===== src/rtl/cgmii_frame_gen_hs.sv =====
// cgmii_frame_gen_hs
// CGMII TX frame generator: ordered-set preamble, idle gaps, start/data/term
// blocks from a deterministic byte counter, valid/ready handshake toward the
// encoder, frame quota with done flag and single-block error injection.
//
// Ports:
//   i_clock      clock
//   i_reset      asynchronous active-low reset
//   i_enable     run enable
//   i_ndata      data blocks per frame (latched when START is accepted)
//   i_nidle      idle blocks per gap (latched on entry to the gap)
//   i_nterm      data bytes in the term block (latched when START is accepted)
//   i_err_req    request: replace the next presented block with an error block
//   i_ready      downstream ready
//   o_valid      block valid
//   o_tx_data    64-bit block, MSB byte is lane 0
//   o_tx_ctrl    control mask, MSB bit maps to lane 0
//   o_frame_cnt  completed frames (wraps)
//   o_done       frame quota reached
module cgmii_frame_gen_hs #(
    parameter int unsigned NB_DATA_RAW = 64,
    parameter int unsigned NB_CTRL_RAW = 8,
    parameter int unsigned NB_DATA     = 8,
    parameter int unsigned NB_IDLE     = 5,
    parameter int unsigned NB_TERM     = 3,
    parameter int unsigned N_ORD       = 4,
    parameter int unsigned NB_FCNT     = 16,
    parameter int unsigned N_FRAMES    = 0
) (
    input  logic                   i_clock,
    input  logic                   i_reset,
    input  logic                   i_enable,
    input  logic [NB_DATA-1:0]     i_ndata,
    input  logic [NB_IDLE-1:0]     i_nidle,
    input  logic [NB_TERM-1:0]     i_nterm,
    input  logic                   i_err_req,
    input  logic                   i_ready,
    output logic                   o_valid,
    output logic [NB_DATA_RAW-1:0] o_tx_data,
    output logic [NB_CTRL_RAW-1:0] o_tx_ctrl,
    output logic [NB_FCNT-1:0]     o_frame_cnt,
    output logic                   o_done
);

    typedef enum logic [1:0] {StOrd, StGap, StBody, StDone} state_e;

    localparam logic [NB_DATA_RAW-1:0] BLK_ORD   = NB_DATA_RAW'(64'h9C68797300000000);
    localparam logic [NB_DATA_RAW-1:0] BLK_START = NB_DATA_RAW'(64'hFB555555555555D5);
    localparam logic [NB_DATA_RAW-1:0] BLK_IDLE  = {NB_CTRL_RAW{8'h07}};
    localparam logic [NB_DATA_RAW-1:0] BLK_ERR   = {NB_CTRL_RAW{8'hFE}};
    localparam logic [NB_CTRL_RAW-1:0] CTRL_LANE0 = {1'b1, {(NB_CTRL_RAW-1){1'b0}}};
    localparam logic [NB_CTRL_RAW-1:0] CTRL_ALL   = {NB_CTRL_RAW{1'b1}};
    localparam logic [7:0]             ORD_LAST   = 8'(N_ORD - 1);

    state_e                 r_state;
    logic [7:0]             r_ord_cnt;
    logic [NB_IDLE-1:0]     r_idle_cnt;
    logic [NB_IDLE-1:0]     r_nidle;
    logic [NB_DATA-1:0]     r_data_cnt;
    logic [NB_DATA-1:0]     r_ndata;
    logic [NB_TERM-1:0]     r_nterm;
    logic [7:0]             r_byte_cnt;
    logic                   r_err_pend;
    logic                   r_valid;
    logic [NB_DATA_RAW-1:0] r_tx_data;
    logic [NB_CTRL_RAW-1:0] r_tx_ctrl;
    logic                   r_is_start;
    logic                   r_is_term;
    logic [NB_FCNT-1:0]     r_frame_cnt;
    logic                   r_done;

    state_e                 w_state_nxt;
    logic [7:0]             w_ord_cnt_nxt;
    logic [NB_IDLE-1:0]     w_idle_cnt_nxt;
    logic [NB_IDLE-1:0]     w_nidle_nxt;
    logic [NB_DATA-1:0]     w_data_cnt_nxt;
    logic [7:0]             w_byte_cnt_nxt;
    logic [NB_DATA_RAW-1:0] w_blk_data;
    logic [NB_CTRL_RAW-1:0] w_blk_ctrl;
    logic                   w_blk_start;
    logic                   w_blk_term;
    logic                   w_xfer;
    logic                   w_load;
    logic                   w_start_acc;
    logic [NB_DATA-1:0]     w_ndata;
    logic [NB_TERM-1:0]     w_nterm;
    logic                   w_last_frame;

    assign w_xfer      = r_valid & i_ready;
    // The output stage refills whenever it is empty or being drained; the FSM
    // state always describes the next block to generate.
    assign w_load      = i_enable & (~r_valid | i_ready);
    assign w_start_acc = w_xfer & r_is_start;
    // The block after START may be generated in the very cycle START is
    // accepted, before the latched copy is visible.
    assign w_ndata     = w_start_acc ? i_ndata : r_ndata;
    assign w_nterm     = w_start_acc ? i_nterm : r_nterm;
    assign w_last_frame = (N_FRAMES != 0) &&
                          ((r_frame_cnt + NB_FCNT'(1)) == NB_FCNT'(N_FRAMES));

    always_comb begin
        w_state_nxt    = r_state;
        w_ord_cnt_nxt  = r_ord_cnt;
        w_idle_cnt_nxt = r_idle_cnt;
        w_nidle_nxt    = r_nidle;
        w_data_cnt_nxt = r_data_cnt;
        w_byte_cnt_nxt = r_byte_cnt;
        w_blk_data     = BLK_IDLE;
        w_blk_ctrl     = CTRL_ALL;
        w_blk_start    = 1'b0;
        w_blk_term     = 1'b0;
        unique case (r_state)
            StOrd: begin
                w_blk_data = BLK_ORD;
                w_blk_ctrl = CTRL_LANE0;
                if (r_ord_cnt == ORD_LAST) begin
                    w_state_nxt    = StGap;
                    w_nidle_nxt    = i_nidle;
                    w_idle_cnt_nxt = '0;
                end else begin
                    w_ord_cnt_nxt = r_ord_cnt + 8'd1;
                end
            end
            StGap: begin
                if (r_idle_cnt == r_nidle) begin
                    w_blk_data     = BLK_START;
                    w_blk_ctrl     = CTRL_LANE0;
                    w_blk_start    = 1'b1;
                    w_state_nxt    = StBody;
                    w_data_cnt_nxt = '0;
                    w_byte_cnt_nxt = 8'd0;
                end else begin
                    w_idle_cnt_nxt = r_idle_cnt + NB_IDLE'(1);
                end
            end
            StBody: begin
                if (r_data_cnt == w_ndata) begin
                    for (int j = 0; j < int'(NB_CTRL_RAW); j++) begin
                        if (j < int'(w_nterm)) begin
                            w_blk_data[NB_DATA_RAW-1-8*j -: 8] = r_byte_cnt + 8'(j);
                        end else if (j == int'(w_nterm)) begin
                            w_blk_data[NB_DATA_RAW-1-8*j -: 8] = 8'hFD;
                        end else begin
                            w_blk_data[NB_DATA_RAW-1-8*j -: 8] = 8'h07;
                        end
                    end
                    w_blk_ctrl     = CTRL_ALL >> w_nterm;
                    w_blk_term     = 1'b1;
                    w_byte_cnt_nxt = r_byte_cnt + 8'(w_nterm);
                    if (w_last_frame) begin
                        w_state_nxt = StDone;
                    end else begin
                        w_state_nxt    = StGap;
                        w_nidle_nxt    = i_nidle;
                        w_idle_cnt_nxt = '0;
                    end
                end else begin
                    for (int j = 0; j < int'(NB_CTRL_RAW); j++) begin
                        w_blk_data[NB_DATA_RAW-1-8*j -: 8] = r_byte_cnt + 8'(j);
                    end
                    w_blk_ctrl     = '0;
                    w_byte_cnt_nxt = r_byte_cnt + 8'(NB_CTRL_RAW);
                    w_data_cnt_nxt = r_data_cnt + NB_DATA'(1);
                end
            end
            StDone: begin
                w_blk_data = BLK_IDLE;
                w_blk_ctrl = CTRL_ALL;
            end
        endcase
    end

    always_ff @(posedge i_clock or negedge i_reset) begin
        if (!i_reset) begin
            r_state     <= StOrd;
            r_ord_cnt   <= 8'd0;
            r_idle_cnt  <= '0;
            r_nidle     <= '0;
            r_data_cnt  <= '0;
            r_ndata     <= '0;
            r_nterm     <= '0;
            r_byte_cnt  <= 8'd0;
            r_err_pend  <= 1'b0;
            r_valid     <= 1'b0;
            r_tx_data   <= '0;
            r_tx_ctrl   <= '0;
            r_is_start  <= 1'b0;
            r_is_term   <= 1'b0;
            r_frame_cnt <= '0;
            r_done      <= 1'b0;
        end else begin
            if (w_load) begin
                r_state    <= w_state_nxt;
                r_ord_cnt  <= w_ord_cnt_nxt;
                r_idle_cnt <= w_idle_cnt_nxt;
                r_nidle    <= w_nidle_nxt;
                r_data_cnt <= w_data_cnt_nxt;
                r_byte_cnt <= w_byte_cnt_nxt;
                r_valid    <= 1'b1;
                // An error block only swaps content; FSM and counters advance normally.
                r_tx_data  <= r_err_pend ? BLK_ERR : w_blk_data;
                r_tx_ctrl  <= r_err_pend ? CTRL_ALL : w_blk_ctrl;
                r_is_start <= w_blk_start;
                r_is_term  <= w_blk_term;
            end else if (w_xfer) begin
                r_valid <= 1'b0;
            end
            if (w_start_acc) begin
                r_ndata <= i_ndata;
                r_nterm <= i_nterm;
            end
            // A loaded block is always accepted eventually, so consuming the
            // request at load is equivalent to clearing it on acceptance.
            r_err_pend <= i_err_req | (r_err_pend & ~w_load);
            if (w_xfer && r_is_term) begin
                r_frame_cnt <= r_frame_cnt + NB_FCNT'(1);
                if (w_last_frame) begin
                    r_done <= 1'b1;
                end
            end
        end
    end

    assign o_valid     = r_valid;
    assign o_tx_data   = r_tx_data;
    assign o_tx_ctrl   = r_tx_ctrl;
    assign o_frame_cnt = r_frame_cnt;
    assign o_done      = r_done;

endmodule

===== config.mk =====
export PLATFORM = sky130hd
export DESIGN_NAME = cgmii_frame_gen_hs
export DESIGN_NICKNAME = d
export VERILOG_FILES = /design/src/rtl/cgmii_frame_gen_hs.sv
export SDC_FILE = /design/constraint.sdc
export NUM_CORES = 1
export LEC_CHECK = 0
export BUFFER_PORTS_ARGS = -buffer_cell sky130_fd_sc_hd__buf_4
export CAP_MARGIN = 20
export CORE_ASPECT_RATIO = 1.75
export CORE_MARGIN = 10
export CORE_UTILIZATION = 58
export CTS_CLUSTER_SIZE = 10
export DETAILED_ROUTE_END_ITERATION = 16
export GPL_TIMING_DRIVEN = 0
export PLACE_DENSITY = 0.91
export SYNTH_ARGS = -nofsm -noshare
export SYNTH_HDL_FRONTEND = slang
export SYNTH_SLANG_ARGS = --single-unit

===== constraint.sdc =====
create_clock -name i_clock -period 2.88 [get_ports i_clock]
set_clock_uncertainty 0.05 [all_clocks]
set_input_delay 0.72 -clock i_clock [delete_from_list [all_inputs] [get_ports i_clock]]
set_output_delay 0.72 -clock i_clock [all_outputs]
set_load 0.01 [all_outputs]

* Word level (Yosys, flattened, before mapping)
Cells that the tools add are included.
** Word-level totals
- Output and inout port bits :: 90
- Flip-flop bits (word level) :: 139
** Cells by class
- $add $sub $neg :: 13
- Magnitude comparators :: 7
- Equality and inequality tests :: 18
- Bitwise operators :: 9
- Mux-type cells :: 47
- Reduce and logical (&&, ||, !) cells :: 13
- Shifts and indexed selects :: 1
** Operator list (number)
- $pmux W64 S4 :: 1
- $mux W64 :: 3
- $mux W8 :: 21
- $add A8 B3 Y8 const B :: 4
- $pmux W8 S2 :: 2
- $pmux W8 S4 :: 1
- $mux W5 :: 5
- $add A8 B1 Y8 const B :: 3
- $add A16 B1 Y16 const B :: 1
- $add A8 B2 Y8 const B :: 2
- $pmux W5 S3 :: 1
- $eq A3 B3 Y1 const A :: 4
- $ne A2 B2 Y1 const B :: 5
- $pmux W5 S2 :: 1
- $reduce_and A5 Y1 :: 2
- $lt A3 B3 Y1 const A :: 3
- $add A8 B3 Y8 :: 1
- $add A8 B4 Y8 const B :: 1
- $eq A8 B2 Y1 const B :: 1
- $eq A8 B8 Y1 :: 1
- $reduce_and A4 Y1 :: 2
- $shr A8 B3 Y8 const A :: 1
- $mux W7 :: 1
- $eq A2 B3 Y1 const A :: 2
- other kinds (20) :: 39

* Longest topological paths before layout
- Word-level depth :: 9
- Gate-level depth with buffers :: 12
- Gate-level depth less buffers :: 11

* Worst setup path before layout
OpenSTA, ideal clock, no wires.
- Kind :: in2reg
- From :: in i_ready
- To :: reg r_tx_data[46] (netlist: o_tx_data[46])
- Arrival :: 2.528 ns
- Stages on the path :: 9
- Slack :: 0.176 ns
- Library setup time :: 0.126 ns
- Path through :: nand3_4 mux2_4 a221o_1 or2_1 buf_6 nor3_4 buf_6 a21oi_2 a221o_1
** RTL lines
- start: declaration :: RTL line 37 : input logic i_ready,
- $and A1 B1 Y1 :: RTL line 89 : assign w_xfer = r_valid & i_ready;
- $and A1 B1 Y1 :: RTL line 93 : assign w_start_acc = w_xfer & r_is_start;
- $mux W8
- net w_ndata[4] :: RTL line 85 : logic [NB_DATA-1:0] w_ndata;
- $eq A8 B8 Y1 :: RTL line 137 : if (r_data_cnt == w_ndata) begin
- $mux W64 :: RTL line 137
- $pmux W64 S4 :: RTL line 112 : unique case (r_state)
- $mux W64 :: RTL line 201 : r_tx_data <= r_err_pend ? BLK_ERR : w_blk_data;
- end signal: assignment :: RTL line 201
- end: declaration :: RTL line 65 : logic [NB_DATA_RAW-1:0] r_tx_data;
The timed path passes the listed nets, and every way through them passes these cells.
A chain may end at the register's enable or synchronous reset.

* Worst setup path in the final report
- From :: reg r_valid (netlist: o_valid)
- To :: reg r_tx_data[23] (netlist: o_tx_data[23])
** RTL lines
- start: declaration :: RTL line 64 : logic r_valid;
- start signal: assignment :: RTL line 184 : r_valid <= 1'b0;
- start signal: assignment :: RTL line 199 : r_valid <= 1'b1;
- start signal: assignment :: RTL line 206 : r_valid <= 1'b0;
- $and A1 B1 Y1 :: RTL line 89
- $and A1 B1 Y1 :: RTL line 93
- $mux W8
- net w_ndata[4] :: RTL line 85
- $eq A8 B8 Y1 :: RTL line 137
- $mux W64 :: RTL line 137
- $pmux W64 S4 :: RTL line 112
- $mux W64 :: RTL line 201
The timed path passes the listed nets, and every way through them passes these cells.

==> results.cfg <==
[status]
status = complete, no violations

[power_and_ir_drop]
power_frac_seq_pct = 39.9
cellLeakagePower_nw = 4.07
switching_power_w = 0.00181
pwr-share-clk_pct = 39.0
total_power_w = 0.00587
p_comb_share_pct = 21.1
p_sw_share_pct = 30.9
cellPowerDensity_nw_per_um2 = 638
intPower_w = 0.00406
peakVddDrop_mv = 0.492

[clocking]
clock_path_buffers = 2
numCtsBuffers = 17
htree_num_levels = 4
cts.clk_slew.worst_paths_ps = 60
cts_tree = built
insertion_delay_ps = 430
cts.sinks = 139
cts-root-buf = clkbuf_16

[die]
ioPinCount = 111
dieArea_um2 = 17900
row_count = 54
fp.dieW_um = 106
die_y_um = 170
core_area_um2 = 12500
start_util_pct = 59.4

[logic_synthesis]
synth_edf_count = 0
synth_cells = 757
synthFlopType = dfrtp_1
yosys-top-cells-area = dfrtp_1 47%, xnor2_1 6.5%, nor2_1 4.1%, nand2_1 3.8%, a21oi_1 3.1%
syn_area_per_cell_um2 = 9.81
synth_area_leader_cell = dfrtp_1
async_flop_share_pct = 100
syn_nets = 796
netlist.area_leader.share_pct = 46.9
ys_types = 71
syn_area_um2 = 7420
ys_seq_area_share_pct = 46.9
yosysWarnings = 0
synth_seq_cells = 139

[cells_and_area]
synthToLayoutAreaGrowth_pct = 24.0
final_layout_size_suffix_gt1_share_pct = 22.7
multiInputGateArea_um2 = 3640
nFillCells = 871
register_area_um2 = 3480
layout.cells.non_filler = 1073
layout.nets = 931
num_antenna_cells = 0

[place]
place_congestion = 1.02
hpwl_um = 17200
port_buffers = 109
dp_cells = 1035
pre_cts_slack_ps = -707

[route]
drc = 0
via_count = 6946
via_per_inst = 6.47
drt_iter0_drc = 853
drtAntennaViolNets = 0
finalWirelength_um = 24800
dr.pass1.iters = 8
avgRoutedWirePerCell_um = 23.2

[sta]
period_share_pct = 98.7
max_slew.worst_pin.slew_ps = 988
holdWs_ps = 233
finalSetupViolations = 0
max_slew_margin_pct = 33.4
finalMaxSlewViolations = 0
rsz0062_at_grt = true
fin_crit_ps = 2840
finalWorstSetupSlack_ps = 38.7
fmax_mhz = 352
hold_violations = 0

[critical_path]
critPathKind = reg2reg
critPathCaptureType = flop
critPathMaxFanout = 9
critPathRequiredTime_ps = 3130
start_kind = flop
cp.arrival_ps = 3090

[job]
cap_violations = 0

[global_routing]
grt_overflow_total = 0
grt.total_usage_pct = 27.5
first_global_vias = 7135
grt_max_degree = 75
antenna_found_initial = 0
grt_pass1_wl_um = 38700

[min_path]
hold_path.class = in2async
cells in the mapped netlist (all sizes together) (9+ instances only):
cell type  number
dfrtp         139
nor2           85
nand2          75
xnor2          55
a21oi          47
clkbuf         36
o21ai          34
nand3          25
inv            23
xor2           22
ha             17
a311oi         16
mux2           16
nor3           15
buf            14
a221o          12
nand4          12
o22ai          10
a31oi           9
mux2i           9
path summary, 6_finish.rpt:
check | cells after the start | to | from | slack [ps]
max | 8 | o_tx_data[23] | o_valid | 40
min | 1 | o_tx_data[31] | i_reset | 230
max reg2reg | 8 | o_tx_data[23] | o_valid | 40
min reg2reg | 1 | o_frame_cnt[15] | o_frame_cnt[15] | 430
max in group asynchronous | 2 | o_valid | i_reset | 1750
min in group i_clock | 2 | r_err_pend | i_err_req | 420
cell usage in the layout (no fill, tap or decap), types with 5 or more instances in the layout:
cell       count
dfrtp_1      138
buf_4        115
nor2_1        82
nand2_1       74
xnor2_1       55
a21oi_1       46
clkbuf_1      33
o21ai_0       33
inv_1         23
nand3_1       23
xor2_1        22
ha_1          17
clkbuf_16     17
mux2_2        15
a311oi_1      15
nor3_1        13
nand4_1       12
a221o_1       11
o22ai_1       10
a31oi_1        9
mux2i_1        6
nor2b_1        6
buf_2          6
nand2b_1       6
clkbuf_8       5
a21o_1         5
state kept, by name, summed over array words and instances, names as in the netlist, 2 cells and up:
register and cells:
r_state 2, r_ndata 8, r_ord_cnt 8, o_frame_cnt 16, r_nterm 3, r_nidle 5, o_tx_data 64, r_idle_cnt 5
r_data_cnt 8, r_byte_cnt 8, o_tx_ctrl 8
per-layer routing:
layer / up-vias / global-route usage [%] / share of wire (%)
met2: 474 / 45.9 / 50
met3: 145 / 6.24 / 8.6
met5: - / 0 / 0
met1: 3384 / 30.1 / 35
li1: 2943 / - / -
met4: 0 / 19.6 / 6.8
cell families after synthesis:
group / Yosys count / synth area share (%)
compound gates: 174 / 16.0
xor+xnor: 77 / 9.08
fa+ha+maj: 18 / 3.13
buf+inv: 73 / 4.75
flops: 139 / 46.9
mux: 25 / 4.03
other cells: 1 / 0.0505
simple gates: 250 / 16.1
final cells by class:
cell class                      count  area share, %
Timing Repair Buffer              116           9.86
Sequential cell                   139           37.8
Clock inverter                     13           1.78
Tap cell                          168           2.28
Inverter                           23          0.938
Multi-Input combinational cell    545           39.6
Buffer                             50           2.92
Clock buffer                       19           4.81
critical path, cell delays in order, from the launching register on:
cell and delay (ps):
dfrtp_2 450, nand3_4 140, mux2_4 320, a221o_2 490, or2_1 280, buf_6 150, nor2_4 220, a21oi_1 250
a221o_1 350
stage by stage:
step | util (%) | area (µm²) | setup TNS [ps]
5_1_grt | 73.6 | 9200 | -40.0
2_1_floorplan | - | 7420 | 0
4_1_cts | 73.0 | 9120 | -10.3
6_report | 73.6 | 9200 | 0
3_5_place_dp | 67.9 | 8480 | -18330
3_3_place_gp | 67.6 | 8450 | -14650
power groups by stage:
| stage | Clock [W] | Sequential (W) | Combinational (W) |
|---|---|---|---|
| floorplan | 0 | 0.00238 | 0.000593 |
| global placement | 0 | 0.00235 | 0.00113 |
| detailed placement | 0 | 0.00236 | 0.00116 |
| CTS | 0.00228 | 0.00233 | 0.00119 |
| global route | 0.00237 | 0.00236 | 0.00133 |
| finish | 0.00229 | 0.00234 | 0.00124 |
repair_timing:
action	4_1_cts	5_1_grt
endpoints found under the setup margin	17	44
resized for setup	5	7
hold buffers	0	0
pin swaps	0	1
buffers inserted	0	6
Power figures use the tool's default switching activity.
